<file path="src/rtl/aes_word1_rom_2r_if.sv">
// Read-port bundle for the AES word1 round-key ROM: two independent address/enable/data ports.
interface aes_word1_rom_2r_if #(
  parameter int unsigned DataWidth    = 8,
  parameter int unsigned AddressWidth = 9
);
  logic [AddressWidth-1:0] address0;
  logic                    ce0;
  logic [DataWidth-1:0]    q0;
  logic [AddressWidth-1:0] address1;
  logic                    ce1;
  logic [DataWidth-1:0]    q1;

  modport master (
    output address0, ce0, address1, ce1,
    input  q0, q1
  );

  modport slave (
    input  address0, ce0, address1, ce1,
    output q0, q1
  );
endinterface

</file>
<file path="src/rtl/aes_word1_rom_2r.sv">
// Dual-read-port synchronous ROM holding the AES AddRoundKey word1 byte table (4 x 120, row-major).
// Define WORD1_ROM_OUT_REG_EN to add a second output register stage per port (2-cycle latency).
module aes_word1_rom_2r #(
  parameter int unsigned DataWidth    = 8,
  parameter int unsigned AddressRange = 480,
  parameter int unsigned AddressWidth = 9,
  parameter string       INIT_FILE    = ""
) (
  input logic               clk,
  input logic               reset,
  aes_word1_rom_2r_if.slave bus
);

  function automatic logic [DataWidth-1:0] default_word(input int unsigned a);
    logic [7:0] b;
    b = 8'(a % 256) ^ ((a >= 256) ? 8'hFF : 8'h00);
    return DataWidth'(b);
  endfunction

  logic [DataWidth-1:0] mem [AddressRange];

  for (genvar i = 0; i < AddressRange; i++) begin : g_word
    assign mem[i] = default_word(i);
  end

  // Out-of-range addresses read as zero rather than indexing past the table.
  logic [DataWidth-1:0] rd0, rd1;

  always_comb begin
    rd0 = '0;
    rd1 = '0;
    if (32'(bus.address0) < AddressRange) rd0 = mem[bus.address0];
    if (32'(bus.address1) < AddressRange) rd1 = mem[bus.address1];
  end

  logic [DataWidth-1:0] q0_q = '0;
  logic [DataWidth-1:0] q1_q = '0;

`ifdef WORD1_ROM_OUT_REG_EN
  logic [DataWidth-1:0] s1_0_q = '0;
  logic [DataWidth-1:0] s1_1_q = '0;
  logic                 ce0_dly_q = 1'b0;
  logic                 ce1_dly_q = 1'b0;

  always_ff @(posedge clk) begin
    if (!reset) begin
      s1_0_q    <= '0;
      s1_1_q    <= '0;
      ce0_dly_q <= 1'b0;
      ce1_dly_q <= 1'b0;
      q0_q      <= '0;
      q1_q      <= '0;
    end else begin
      ce0_dly_q <= bus.ce0;
      ce1_dly_q <= bus.ce1;
      if (bus.ce0)   s1_0_q <= rd0;
      if (bus.ce1)   s1_1_q <= rd1;
      if (ce0_dly_q) q0_q   <= s1_0_q;
      if (ce1_dly_q) q1_q   <= s1_1_q;
    end
  end
`else
  always_ff @(posedge clk) begin
    if (!reset) begin
      q0_q <= '0;
      q1_q <= '0;
    end else begin
      if (bus.ce0) q0_q <= rd0;
      if (bus.ce1) q1_q <= rd1;
    end
  end
`endif

  assign bus.q0 = q0_q;
  assign bus.q1 = q1_q;

endmodule

</file>
<file path="src/flat_wrapper.sv">
// flat-port wrapper written by rule: the top's interface ports become plain ports
module aes_word1_rom_2r_flat 
#(
  parameter int unsigned DataWidth    = 8,
  parameter int unsigned AddressRange = 480,
  parameter int unsigned AddressWidth = 9,
  parameter string       INIT_FILE    = ""
)
  (clk, reset, bus_address0, bus_ce0, bus_address1, bus_ce1, bus_q0, bus_q1);
  aes_word1_rom_2r_if #(.DataWidth(DataWidth), .AddressWidth(AddressWidth)) bus_i ();
  input logic clk;
  input logic reset;
  input wire logic [$bits(bus_i.address0)-1:0] bus_address0;
  input wire logic [$bits(bus_i.ce0)-1:0] bus_ce0;
  input wire logic [$bits(bus_i.address1)-1:0] bus_address1;
  input wire logic [$bits(bus_i.ce1)-1:0] bus_ce1;
  output wire logic [$bits(bus_i.q0)-1:0] bus_q0;
  output wire logic [$bits(bus_i.q1)-1:0] bus_q1;
  assign bus_i.address0 = bus_address0;
  assign bus_i.ce0 = bus_ce0;
  assign bus_i.address1 = bus_address1;
  assign bus_i.ce1 = bus_ce1;
  assign bus_q0 = bus_i.q0;
  assign bus_q1 = bus_i.q1;
  aes_word1_rom_2r #(.DataWidth(DataWidth), .AddressRange(AddressRange), .AddressWidth(AddressWidth), .INIT_FILE(INIT_FILE)) u_core (.clk(clk), .reset(reset), .bus(bus_i));
endmodule
</file>
<file path="config.mk">
export PLATFORM = sky130hd
export DESIGN_NAME = aes_word1_rom_2r_flat
export DESIGN_NICKNAME = d
export VERILOG_FILES = /design/src/rtl/aes_word1_rom_2r_if.sv /design/src/rtl/aes_word1_rom_2r.sv /design/src/flat_wrapper.sv
export SDC_FILE = /design/constraint.sdc
export NUM_CORES = 1
export LEC_CHECK = 0
export BUFFER_PORTS_ARGS = -buffer_cell sky130_fd_sc_hd__buf_2
export CORE_UTILIZATION = 39
export CTS_CLUSTER_SIZE = 14
export DETAILED_ROUTE_END_ITERATION = 12
export PLACE_DENSITY = 0.75
export SYNTH_ARGS = -nofsm -noshare
export SYNTH_HDL_FRONTEND = slang
export SYNTH_SLANG_ARGS = --single-unit
</file>
<file path="constraint.sdc">
create_clock -name clk -period 1.4 [get_ports clk]
set_clock_uncertainty 0.2 [all_clocks]
set_input_delay 0.28 -clock clk [delete_from_list [all_inputs] [get_ports clk]]
set_output_delay 0.28 -clock clk [all_outputs]
set_load 0.02 [all_outputs]
</file>
==> impl_metrics.json <==
{
  "growth_of_design_area_from_synthesis_to_finish_pct": 32.1,
  "synthesis.yosys.warnings": 0,
  "clock_sinks": 16,
  "crit_family": "flip-flops",
  "row_count": 15,
  "worst-r2r-setup-slack_ns": 0.56,
  "final.setup.tns_ns": 0,
  "postSynthRegisterBits": 16,
  "critPathSlowestCell": "sky130_fd_sc_hd__dfxtp_1",
  "diodes": 0,
  "min-delay-path-class": "in2reg",
  "syn_nets": 88,
  "synth_top_flop_cell": "sky130_fd_sc_hd__dfxtp_1",
  "hold_viol": 0,
  "criticalPathCategory": "reg2out",
  "antenna_left": 0,
  "tightest_slew_ns": 0.495,
  "synth_area_leaders": "sky130_fd_sc_hd__dfxtp_1 (44%), sky130_fd_sc_hd__a22o_1 (14%), sky130_fd_sc_hd__xor2_1 (14%)",
  "netlist.area_leader.share": 0.437,
  "synth_simple_gate_area_share": 0.0853,
  "mappedNetlistArea_um2": 733,
  "worst_slew_margin_rel": 0.669,
  "gpl.final_weighted_congestion": 0.688,
  "dpl.hpwl_um": 1120,
  "avg_synthesized_cell_area_um2": 11.5,
  "setup_repair_after_global_routing_missed_its_margin": "false",
  "period_share": 0.914,
  "maxClockFrequency_ghz": 0.781,
  "grt_first_pass_wirelength_um": 2190,
  "globalRoute.totalOverflow": 0,
  "routed_wirelength_um": 1400,
  "start_util": 0.420,
  "drv_cap": 0,
  "type_of_destination_of_the_critical_path": "output port",
  "clk_pin_slew_ns": 0.09,
  "post_cts_hold_buffer_count": 0,
  "final-max-slew-violation-count": 0,
  "ys_seq_area_frac": 0.437,
  "yosys.area_share.adder": 0.0341,
  "drcViolationCount": 0,
  "final.min_clock_period_ns": 1.28,
  "cts_tree": "done",
  "synth_async_sr_flop_share": 0,
  "vdd_drop_max_mv": 0.665,
  "die_outline_area_um2": 2060,
  "htreeDepth": 1,
  "cts_repair_resize_count": 0,
  "power.static_leakage_nw": 0.482,
  "grt_pass1_vias": 534,
  "crit_required_ns": 0.92,
  "synthXorXnorAreaFrac": 0.143,
  "die-width_um": 45.4,
  "wire_per_inst_um": 10.9,
  "drt_first_iter_violations": 13,
  "synth-compound-area-share": 0.229,
  "synthesis.instances": 64,
  "setup_violations": 0,
  "cts.repair_timing.setup_buffer_count": 0,
  "count_of_flip_flops_with_a_built_in_enable_after_synthesis": 0,
  "io_pins": 38,
  "crit_path_cell_chain": "buf_2",
  "grt_usage": 0.149,
  "vias": 592,
  "ctsRootBufferMaster": "sky130_fd_sc_hd__clkbuf_4",
  "netlist-cell-type-count": 13,
  "io_buffer_count": 37,
  "crit_path_max_fanout": 2,
  "grt_start_max_net_pins": 10,
  "chip_height_um": 45.4,
  "cp.buffers_inverters": 1,
  "ctsLongestPathBuffers": 2,
  "cpPeakStageDelay_ns": 0.35,
  "worst_setup_path_start_kind": "register",
  "outcome": "complete, no violations",
  "synthMostInstantiatedCell": "sky130_fd_sc_hd__dfxtp_1",
  "placeableCoreArea_um2": 1750,
  "final_layout_size_suffix_gt1_frac": 0.437,
  "synth.area.mux_share": 0.0273,
  "synth_top_family_by_area": "compound AO/OA/AOI/OAI gates",
  "numCtsBuffers": 3,
  "detail_route.vias_per_cell": 4.63,
  "antenna_violations_before_repair": 0,
  "detail_route.first_pass.iterations": 4,
  "utilization": 0.555,
  "timing.critical_path.arrival_ns": 0.80,
  "power_per_cell_area_nw_per_um2": 1060,
  "synth_top_cell_by_area": "sky130_fd_sc_hd__dfxtp_1",
  "yosys-top-cells-count": "sky130_fd_sc_hd__dfxtp_1 (16), sky130_fd_sc_hd__a22o_1 (12), sky130_fd_sc_hd__xor2_1 (12)",
  "count_of_nets_after_finishing": 128,
  "clkLatencyLatePin_ns": 0.28
}
layer usage:
metal,up-vias,global-route usage,wire (um)
li1,306,-,-
met1,271,0.183,634
met4,0,0.0909,21
met2,13,0.235,692
met3,2,0.0360,50
met5,-,0,0
kinds of logic after synthesis:
group / count (synthesis)
DFF: 16
buffers and inverters: 4
AOI/OAI and AO/OA: 16
muxes: 2
xor gates and xnor gates: 12
adders and majority gates: 2
and+or+nand+nor: 12
where the power goes:
group	switching [mW]	internal (mW)
combinational	0.122	0.0982
clock	0.138	0.158
sequential	0.0172	0.490
total	0.276	0.746
per-stage QoR:
step	hold slack (ns)	setup WS (ns)	total power [mW]	instance area, um^2	cells
final	0.0907	0.120	1.02	968	128
after global routing	0.0779	0.0768	1.08	968	128
after CTS	0.0863	0.105	1.04	968	128
after detailed placement	0.260	0.0482	0.740	932	124
after global placement	0.247	0.0820	0.734	932	124
after floorplan	0.208	0.240	0.654	733	64
area by class of cell:
class                           count  area [um^2]
Clock buffer                        4         36.3
Fill cell                         169          777
Multi-Input combinational cell     44          380
Sequential cell                    16          320
Tap cell                           25         31.3
Timing Repair Buffer               39          200
state kept, by name, indices dropped and copies added, names as in the netlist:
| register | cells |
|---|---|
| u_core.bus.q0 | 8 |
| u_core.bus.q1 | 8 |
layout by cell type (no fill, tap or decap):
| cell | n |
|---|---|
| sky130_fd_sc_hd__buf_2 | 37 |
| sky130_fd_sc_hd__dfxtp_1 | 16 |
| sky130_fd_sc_hd__xor2_1 | 12 |
| sky130_fd_sc_hd__a22o_1 | 12 |
| sky130_fd_sc_hd__nor2b_1 | 4 |
| sky130_fd_sc_hd__nand2_1 | 4 |
| sky130_fd_sc_hd__clkbuf_4 | 3 |
| sky130_fd_sc_hd__a31oi_4 | 2 |
| sky130_fd_sc_hd__nand3_1 | 2 |
| sky130_fd_sc_hd__or2_0 | 2 |
| sky130_fd_sc_hd__a32o_1 | 2 |
| sky130_fd_sc_hd__mux2i_1 | 2 |
| sky130_fd_sc_hd__ha_1 | 2 |
| sky130_fd_sc_hd__buf_4 | 2 |
| sky130_fd_sc_hd__clkbuf_8 | 1 |
path summary, 6_finish.rpt:
kind / depth (start not counted) / endpoint / from
hold / removal: 2 / u_core.bus.q0[7] / reset
setup reg to reg: 1 / u_core.bus.q0[3] / u_core.bus.q0[3]
hold reg to reg: 1 / u_core.bus.q1[0] / u_core.bus.q1[0]
setup / recovery: 1 / bus_q0[3] / u_core.bus.q0[3]
No activity file was read; power rests on OpenSTA's default activity.
